File: src/rtl/ram_arb_pkg.sv
// ram_arb_pkg
//   Shared definitions for the RAM port arbiter:
//   - arb_state_t : transaction FSM states
//   - DEF_*       : default RAM geometry (19-bit word address, 128-bit data,
//                   16 byte enables)
//   - bus_slice() : extracts slice idx of a packed per-requester bus
package ram_arb_pkg;

    typedef enum logic [1:0] {
        IDLE   = 2'd0,
        ACCESS = 2'd1,
        WAIT   = 2'd2,
        DONE   = 2'd3
    } arb_state_t;

    localparam int DEF_ADDR_W = 19;
    localparam int DEF_DATA_W = 128;
    localparam int DEF_BE_W   = 16;

    // bus_slice works on a bus zero-extended to the widest legal packed bus
    // (8 requesters of DEF_DATA_W bits). The caller truncates the result to
    // its own slice width.
    localparam int MAX_REQ     = 8;
    localparam int SLICE_MAX_W = DEF_DATA_W;
    localparam int BUS_MAX_W   = MAX_REQ * DEF_DATA_W;

    function automatic logic [SLICE_MAX_W-1:0] bus_slice(
        input logic [BUS_MAX_W-1:0] bus,
        input int                   idx,
        input int                   width
    );
        logic [BUS_MAX_W-1:0] shifted_s;
        shifted_s = bus >> (idx * width);
        return shifted_s[SLICE_MAX_W-1:0];
    endfunction

endpackage

File: src/rtl/ram_port_arbiter_rr_pick.sv
// rr_pick
//   Combinational round-robin selector. The search starts one past
//   last_grant and wraps, so the previous winner has the lowest priority.
// Ports:
//   valid      in  N_REQ  per-requester request
//   last_grant in  IDX_W  index of the previous winner
//   any        out 1      at least one request is pending
//   grant_idx  out IDX_W  winner index (last_grant when nothing is pending)
module rr_pick
    import ram_arb_pkg::*;
#(
    parameter int N_REQ = 2,
    parameter int IDX_W = 1
) (
    input  logic [N_REQ-1:0] valid,
    input  logic [IDX_W-1:0] last_grant,
    output logic             any,
    output logic [IDX_W-1:0] grant_idx
);

    // Rotate the request vector so bit 0 is the requester right after the
    // previous winner, then take the first set bit and map it back.
    always_comb begin
        logic [2*N_REQ-1:0] dbl_s;
        logic [N_REQ-1:0]   rot_s;
        logic               found_s;
        int                 win_s;
        dbl_s     = {valid, valid};
        rot_s     = N_REQ'(dbl_s >> (int'(last_grant) + 1));
        any       = |valid;
        grant_idx = last_grant;
        found_s   = 1'b0;
        win_s     = 0;
        for (int i = 0; i < N_REQ; i++) begin
            if (!found_s && rot_s[i]) begin
                win_s = int'(last_grant) + 1 + i;
                if (win_s >= N_REQ) begin
                    win_s = win_s - N_REQ;
                end else begin
                    win_s = win_s;
                end
                grant_idx = IDX_W'(win_s);
                found_s   = 1'b1;
            end else begin
                found_s = found_s;
            end
        end
    end

endmodule

File: src/rtl/ram_port_arbiter.sv
// ram_port_arbiter
//   Round-robin sharing of the single read/write port of the data RAM among
//   N_REQ requesters. One access at a time: IDLE -> ACCESS -> (WAIT) -> DONE.
// Ports:
//   clock, async_reset          system clock, asynchronous active-high reset
//   req_valid/req_write         per-requester request and write flag
//   req_addr/req_wdata/req_be   packed per-requester address, data, enables
//   req_done                    one-hot one-cycle completion pulse
//   rsp_rdata                   read data, valid while req_done is set
//   busy                        high whenever the FSM is not in IDLE
//   ram_*                       RAM port A (address, write data, byte
//                               enables, write enable, read data)
module ram_port_arbiter
    import ram_arb_pkg::*;
#(
    parameter int N_REQ      = 2,
    parameter int ADDR_W     = DEF_ADDR_W,
    parameter int DATA_W     = DEF_DATA_W,
    parameter int BE_W       = DEF_BE_W,
    parameter int RD_LATENCY = 1
) (
    input  logic                    clock,
    input  logic                    async_reset,
    input  logic [N_REQ-1:0]        req_valid,
    input  logic [N_REQ-1:0]        req_write,
    input  logic [N_REQ*ADDR_W-1:0] req_addr,
    input  logic [N_REQ*DATA_W-1:0] req_wdata,
    input  logic [N_REQ*BE_W-1:0]   req_be,
    output logic [N_REQ-1:0]        req_done,
    output logic [DATA_W-1:0]       rsp_rdata,
    output logic                    busy,
    output logic [ADDR_W-1:0]       ram_address,
    output logic [DATA_W-1:0]       ram_data_in,
    output logic [BE_W-1:0]         ram_byte_enablers,
    output logic                    ram_write_enable,
    input  logic [DATA_W-1:0]       ram_data_out
);

    localparam int IDX_W = (N_REQ > 1) ? $clog2(N_REQ) : 1;
    localparam int CNT_W = 3;

    arb_state_t         state_r;
    logic [IDX_W-1:0]   last_grant_r;
    logic [IDX_W-1:0]   grant_r;
    logic               write_r;
    logic [CNT_W-1:0]   wait_cnt_r;
    logic [DATA_W-1:0]  rdata_r;
    logic [N_REQ-1:0]   done_r;
    logic               busy_r;
    logic [ADDR_W-1:0]  ram_addr_r;
    logic [DATA_W-1:0]  ram_wdata_r;
    logic [BE_W-1:0]    ram_be_r;
    logic               ram_we_r;

    logic               any_s;
    logic [IDX_W-1:0]   grant_idx_s;
    logic [ADDR_W-1:0]  win_addr_s;
    logic [DATA_W-1:0]  win_wdata_s;
    logic [BE_W-1:0]    win_be_s;
    logic               win_write_s;
    logic [N_REQ-1:0]   done_vec_s;

    rr_pick #(
        .N_REQ (N_REQ),
        .IDX_W (IDX_W)
    ) u_rr_pick (
        .valid      (req_valid),
        .last_grant (last_grant_r),
        .any        (any_s),
        .grant_idx  (grant_idx_s)
    );

    // Pull the round-robin winner's fields out of the packed request buses.
    always_comb begin
        win_addr_s  = ADDR_W'(bus_slice(BUS_MAX_W'(req_addr),  int'(grant_idx_s), ADDR_W));
        win_wdata_s = DATA_W'(bus_slice(BUS_MAX_W'(req_wdata), int'(grant_idx_s), DATA_W));
        win_be_s    = BE_W'(bus_slice(BUS_MAX_W'(req_be),      int'(grant_idx_s), BE_W));
        win_write_s = req_write[grant_idx_s];
        done_vec_s  = N_REQ'(1'b1) << grant_r;
    end

    // Transaction sequencer. The ram_* registers double as the latched
    // request: they are loaded when IDLE accepts a winner and held until
    // DONE, while write_r remembers the direction after the strobe drops.
    always_ff @(posedge clock or posedge async_reset) begin
        if (async_reset) begin
            state_r      <= IDLE;
            last_grant_r <= IDX_W'(N_REQ - 1);
            grant_r      <= '0;
            write_r      <= 1'b0;
            wait_cnt_r   <= '0;
            rdata_r      <= '0;
            done_r       <= '0;
            busy_r       <= 1'b0;
            ram_addr_r   <= '0;
            ram_wdata_r  <= '0;
            ram_be_r     <= '0;
            ram_we_r     <= 1'b0;
        end else begin
            case (state_r)
                IDLE: begin
                    if (any_s) begin
                        grant_r      <= grant_idx_s;
                        last_grant_r <= grant_idx_s;
                        write_r      <= win_write_s;
                        ram_addr_r   <= win_addr_s;
                        ram_wdata_r  <= win_wdata_s;
                        ram_be_r     <= win_be_s;
                        ram_we_r     <= win_write_s;
                        busy_r       <= 1'b1;
                        state_r      <= ACCESS;
                    end else begin
                        state_r <= IDLE;
                    end
                end
                ACCESS: begin
                    ram_we_r <= 1'b0;
                    if (write_r) begin
                        done_r  <= done_vec_s;
                        state_r <= DONE;
                    end else if (RD_LATENCY == 0) begin
                        // Zero-latency RAM: data is already valid during ACCESS.
                        rdata_r <= ram_data_out;
                        done_r  <= done_vec_s;
                        state_r <= DONE;
                    end else begin
                        wait_cnt_r <= CNT_W'(RD_LATENCY - 1);
                        state_r    <= WAIT;
                    end
                end
                WAIT: begin
                    if (wait_cnt_r == '0) begin
                        rdata_r <= ram_data_out;
                        done_r  <= done_vec_s;
                        state_r <= DONE;
                    end else begin
                        wait_cnt_r <= wait_cnt_r - CNT_W'(1'b1);
                    end
                end
                DONE: begin
                    // req_valid is deliberately ignored here so a requester
                    // can retire its request on the done edge.
                    done_r      <= '0;
                    busy_r      <= 1'b0;
                    ram_addr_r  <= '0;
                    ram_wdata_r <= '0;
                    ram_be_r    <= '0;
                    state_r     <= IDLE;
                end
                default: begin
                    done_r      <= '0;
                    busy_r      <= 1'b0;
                    ram_we_r    <= 1'b0;
                    ram_addr_r  <= '0;
                    ram_wdata_r <= '0;
                    ram_be_r    <= '0;
                    state_r     <= IDLE;
                end
            endcase
        end
    end

    assign req_done          = done_r;
    assign rsp_rdata         = rdata_r;
    assign busy              = busy_r;
    assign ram_address       = ram_addr_r;
    assign ram_data_in       = ram_wdata_r;
    assign ram_byte_enablers = ram_be_r;
    assign ram_write_enable  = ram_we_r;

endmodule

File: config.mk
export PLATFORM = sky130hd
export DESIGN_NAME = ram_port_arbiter
export DESIGN_NICKNAME = d
export VERILOG_FILES = /design/src/rtl/ram_arb_pkg.sv /design/src/rtl/ram_port_arbiter_rr_pick.sv /design/src/rtl/ram_port_arbiter.sv
export SDC_FILE = /design/constraint.sdc
export NUM_CORES = 1
export LEC_CHECK = 0
export CORE_AREA = 5 5 294 296
export CTS_BUF_LIST = sky130_fd_sc_hd__clkbuf_2 sky130_fd_sc_hd__clkbuf_4 sky130_fd_sc_hd__clkbuf_8
export CTS_CLUSTER_DIAMETER = 60
export DETAILED_ROUTE_END_ITERATION = 16
export DIE_AREA = 0 0 299 301
export MAX_ROUTING_LAYER = met4
export PLACE_DENSITY = 0.41
export SETUP_SLACK_MARGIN = 0.5
export SLEW_MARGIN = 30
export SYNTH_ARGS = -nofsm -noshare
export SYNTH_HDL_FRONTEND = slang
export SYNTH_SLANG_ARGS = --single-unit
File: constraint.sdc
create_clock -name clock -period 33.1 [get_ports clock]
set_input_delay 6.62 -clock clock [delete_from_list [all_inputs] [get_ports clock]]
set_output_delay 6.62 -clock clock [all_outputs]
set_load 0.02 [all_outputs]
==> impl_metrics.toml, run 1 <==
[yosys]
synth_fp_nets = 1357
synth_top_cell_by_area = "dfrtp_1"
yosysWarnings = 0
yosys.area.top_type_share_pct = 57.39
synth_seq_cells = 303
yosys-top-cells-count = "dfrtp_1 (302), mux2i_1 (164), o2bb2ai_1 (164), mux2_1 (129), buf_2 (32)"
synth.most_common_cell = "dfrtp_1"
yosysSeqAreaShare_pct = 57.59
synthDistinctLibCells = 31
ys_top_cells_by_area = "dfrtp_1 (57%), mux2i_1 (12%), mux2_1 (11%)"
syn_area_per_cell_um2 = 14.80
synthCells = 890
async_flop_share_pct = 100.0
synth_flop_cell = "dfrtp_1"
synth_edf_count = 0
synth_area_mm2 = 0.01317

[sta]
fin_skew_ns = 0.04861
setup_tns_ns = 0
worst-slew-pin-transition_ns = 0.9280
finalHoldViolations = 0
setup_viol = 0
drv_slew = 0
max_clock_freq_mhz = 110.3
min_period_ns = 9.063
period_share_pct = 27.38
slew_headroom_pct = 38.13
rsz0062_at_grt = "no"

[global_routing]
grt_pass1_wl_mm = 83.92
use_met2_pct = 23.23
top_usage_layer = "met2"
grt_pass1_vias = 12120
use_met3_pct = 6.323
grtUsageTotal_pct = 12.79
antenna_found_initial = 11
grt_max_degree = 148
grt.overflow.total = 0
grt.met1_usage_pct = 12.16

[detailed_routing]
routed_via_density = 3.836
wl_per_cell_um = 21.04
drt-total-wl_mm = 58.83
drcViolationCount = 0
drt_iter0_drc = 318
ant_nets = 0
vias = 10730
drt_first_pass_iters = 4

[clock_network]
clockRootBuffer = "clkbuf_8"
clk-insertion-delay-late_ns = 0.64
h-tree-depth = 3
cts_hold_buf = 0
numCtsBuffers = 67
cts_buffer_depth = 3
cts_sinks = 303
clk_pin_slew_worst_paths_ns = 0.06
cts_tree = "yes"
post_cts_buffers = 0
ctsResizeCount = 0

[critical_path]
reg2reg_to = "rsp_rdata[38]"
cp_data_required_time_ns = 33.57
r2r_setup_slack_ns = 29.86
reg2reg_from = "state_r[0]"
path_depth = 7
arrival_ns = 9.53
critical-path-max-stage-delay_ns = 0.70
critPathMaxFanout = 56
cp-endpoint = "ram_data_in[7]"
slowest_stage = "buf_4"
crit_path_start_kind = "primary input"
r2r_cells = 6
crit_start = "req_valid[0]"
crit_type = "primary input to register"
crit_family = "buffers and inverters"
cp-end-kind = "register"
path_buf_inv = 4
crit_chain = "clkdlybuf4s50_1 > inv_1 > a21oi_4 > buf_6 > buf_4 > mux2i_1 > o2bb2ai_1"

[place]
globalplace.congestion = 0.8092
hpwl_mm = 44.17
port_buffers = 754
placed_area_mm2 = 0.02153

[pwr]
peakVddDrop_mv = 0.06311
p_per_area_mw_per_mm2 = 100.9
cellLeakagePower_nw = 9.585
finalPower_w = 0.002329

[cells_and_area]
fillCellCount = 8646
seq_area_mm2 = 0.007584
drive_gt1_share_pct = 8.275
area_growth_pct = 75.30
final_area_mm2 = 0.02308
multi_input_area_mm2 = 0.004906
fin_nets = 2124

[min_path]
hold_class = "register to register"

[die]
rows = 106
core_region_area_mm2 = 0.08329
die_h_um = 301
dieArea_mm2 = 0.09000
ios = 755
die_x_um = 299
start_util_pct = 15.81

[status]
status = "finished clean"

[run]
drv_cap = 0
-- routing by layer --
metal,up-vias,part of all wire [%]
met5,-,0
met4,0,2.0
met3,80,11
met2,515,53
met1,5235,34
li1,4896,-
-- area by class of cell --
cell class                 instances  share of cell area, %
sequential                       303                  32.85
timing repair buffer             768                  33.41
clock buffer                     103                  5.545
inverter                           9                 0.1789
clock inverter                    13                 0.7805
multi-input combinational        508                  21.25
tap                             1080                  5.854
antenna                           12                 0.1301
-- metrics by stage --
| stage | utilization, % | hold slack (ns) | instances | setup slack, ns |
|---|---|---|---|---|
| after global routing | 27.71 | 0.4923 | 2795 | 23.90 |
| final | 27.72 | 0.4834 | 2796 | 24.04 |
| after detailed placement | 25.85 | 0.4726 | 2666 | 22.57 |
| after global placement | 25.85 | 0.4714 | 2666 | 22.63 |
| after floorplan | - | 0.4658 | 890 | 18.11 |
| after CTS | 27.60 | 0.4889 | 2782 | 23.30 |
-- how the worst min path moves through the flow --
stage | startpoint | endpoint | slack (ns) | cells past startpoint
floorplan | wait_cnt_r[1] | wait_cnt_r[1] | 0.47 | 1
global placement | ram_address[6] | ram_address[6] | 0.47 | 1
detailed placement | ram_data_in[36] | ram_data_in[36] | 0.47 | 1
CTS | ram_data_in[34] | ram_data_in[34] | 0.49 | 1
global route | ram_address[2] | ram_address[2] | 0.49 | 1
finish | ram_data_in[45] | ram_data_in[45] | 0.48 | 1
-- report_power, final --
part,total (W),switching [W],internal (W)
registers,0.000666,0.000104,0.000562
logic,0.00120,0.000645,0.000559
clock network,0.000459,0.000188,0.000271
total,0.00233,0.000937,0.00139
-- logic make-up after synthesis --
kind of cell / Yosys count / synth area share [%]
buf+inv: 79 / 5.321
compound gates: 186 / 12.11
mux: 293 / 23.50
simple gates: 22 / 0.8172
flops: 303 / 57.59
fa+ha+maj: 7 / 0.6651
-- registers in the layout, summed over array words and instances, names as in the netlist --
name	cells
busy	1
grant_r	1
last_grant_r	1
ram_address	19
ram_byte_enablers	16
ram_data_in	128
ram_write_enable	1
req_done	2
rsp_rdata	128
state_r	2
wait_cnt_r	3
write_r	1
-- cell usage in the layout, fill, tap and decap left out, types with 3 or more instances in the layout --
| cell | Yosys | final |
|---|---|---|
| o21ai_0 | 6 | 6 |
| buf_4 | 2 | 9 |
| nand2_1 | 10 | 9 |
| a21oi_1 | 4 | 4 |
| mux2i_1 | 164 | 164 |
| diode_2 | 0 | 12 |
| clkbuf_8 | 0 | 81 |
| a22o_1 | 4 | 4 |
| nor2_1 | 3 | 3 |
| clkdlybuf4s50_1 | 0 | 754 |
| clkinv_2 | 0 | 4 |
| o2bb2ai_1 | 164 | 164 |
| dfrtp_1 | 302 | 302 |
| mux2_1 | 129 | 129 |
| clkbuf_4 | 0 | 22 |
| nand3_1 | 3 | 3 |
| ha_1 | 7 | 7 |
| bufinv_16 | 0 | 3 |
| inv_1 | 9 | 8 |
No activity file was read; power rests on OpenSTA's default activity.
==> inputs of run 2 (changes only) <==
CORE_AREA = 5 5 287 289   (was 5 5 294 296)
DIE_AREA = 0 0 292 294   (was 0 0 299 301)
PLACE_DENSITY = 0.44   (was 0.41)
clock period = 7.3 ns   (was 33.1 ns; I/O delays follow)
==> impl_metrics.toml, run 2 (same netlist as run 1, synthesis figures left out) <==
[status]
status = "finished clean"

[critical_path]
r2r_setup_slack_ns = 4.52
arrival_ns = 3.92
crit_type = "primary input to register"
crit_start = "req_valid[1]"
crit_path_start_kind = "primary input"
cp-end-kind = "register"
cp_data_required_time_ns = 7.78
reg2reg_from = "wait_cnt_r[0]"
critPathMaxFanout = 90

[min_path]
hp-start = "ram_data_in[16]"
hold_class = "register to register"

[pwr]
p_per_area_mw_per_mm2 = 454.0
finalPower_w = 0.01043
peakVddDrop_mv = 0.3513
cellLeakagePower_nw = 9.525

[global_routing]
grtUsageTotal_pct = 12.83
top_usage_layer = "met2"
grt_max_degree = 144
grt.met1_usage_pct = 12.60
grt.overflow.total = 0
grt_pass1_wl_mm = 81.20
use_met2_pct = 22.91
use_met3_pct = 5.472
antenna_found_initial = 7
grt_pass1_vias = 12230

[cells_and_area]
drive_gt1_share_pct = 7.733
area_growth_pct = 74.51
fin_nets = 2119
final_cell_mix = "clkdlybuf4s50_1 (754), dfrtp_1 (302), mux2i_1 (164), o2bb2ai_1 (164), mux2_1 (129)"
final_common_cell = "clkdlybuf4s50_1"

[detailed_routing]
drt_first_pass_iters = 4
vias = 10630
ant_nets = 0
wl_per_cell_um = 20.40
drt-total-wl_mm = 56.33
drt_iter0_drc = 265
drcViolationCount = 0
routed_via_density = 3.850

[clock_network]
post_cts_buffers = 0
cts_hold_buf = 0
clk_pin_slew_worst_paths_ns = 0.06
clk-insertion-delay-late_ns = 0.65
clockRootBuffer = "clkbuf_8"
ctsResizeCount = 0
cts_sinks = 303
numCtsBuffers = 67
cts_buffer_depth = 3
cts_tree = "yes"
h-tree-depth = 3

[sta]
fin_skew_ns = 0.05786
period_share_pct = 47.17
worst-slew-pin-transition_ns = 0.9004
slew_headroom_pct = 39.98
setup_slack_ns = 3.857
holdWs_ns = 0.4829
rsz0062_at_grt = "no"
drv_slew = 0
min_period_ns = 3.443
setup_viol = 0
finalHoldViolations = 0
setup_tns_ns = 0
max_clock_freq_mhz = 290.4

[run]
drv_cap = 0

[place]
dp_slack_ns = 3.244
port_buffers = 754
globalplace.congestion = 0.8935
hpwl_mm = 42.64

[die]
rows = 104
die_x_um = 292
core_region_area_mm2 = 0.07964
ios = 755
dieArea_mm2 = 0.08585
start_util_pct = 16.54
die_h_um = 294
[run 2: cell types whose count changed in the layout (fill, tap and decap cells not counted), sizes merged]
cell      previous run  this run
diode               12         7
clkbuf             103        97
bufinv               3         2
clkinv               7         5
clkinvlp             0         4
buf                 14         9
[run 2: critical path, stage by stage]
cell	delay [ns]
clkdlybuf4s50_1	0.50
nor2b_2	0.22
a21oi_4	0.15
buf_12	0.46
buf_12	0.55
mux2i_1	0.27
o2bb2ai_1	0.09
[run 2: metrics by stage]
step / utilization [%] / std cells / instance area, µm²
after detailed placement: 27.04 / 2642 / 21540
after CTS: 28.80 / 2753 / 22930
after global routing: 28.84 / 2757 / 22970
final: 28.86 / 2761 / 22980
after floorplan: - / 890 / 13170
after global placement: 27.04 / 2642 / 21540
[run 2: path summary, 6_finish.rpt]
| check | endpoint | cells past startpoint |
|---|---|---|
| worst max-delay path | ram_byte_enablers[0] | 7 |
| worst min-delay path | ram_data_in[16] | 1 |
| worst max register to register | rsp_rdata[51] | 6 |
| worst min register to register | ram_data_in[16] | 1 |
| max in group asynchronous | ram_data_in[63] | 4 |
| min in group asynchronous | rsp_rdata[97] | 2 |
[run 2: final cells by class]
class	count	area [µm²]
antenna	7	17.52
multi-input combinational	508	4906
fill	8152	56660
inverter	9	37.54
tap	1060	1326
sequential	303	7584
clock inverter	14	180.2
clock buffer	97	1216
timing repair buffer	763	7714
[run 2: power by group]
| part | leakage [nW] | switching [W] | internal (W) |
|---|---|---|---|
| Clock | 0.728 | 0.000845 | 0.00115 |
| Sequential | 3.80 | 0.000465 | 0.00255 |
| Combinational | 4.99 | 0.00289 | 0.00254 |
[run 2: metal layers]
metal | part of all wire [%] | vias to the layer above | routed length (µm)
li1 | - | 4884 | -
met3 | 9.0 | 94 | 5048
met4 | 3.1 | 0 | 1774
met5 | 0 | - | 0
met1 | 36 | 5137 | 20070
met2 | 52 | 516 | 29440
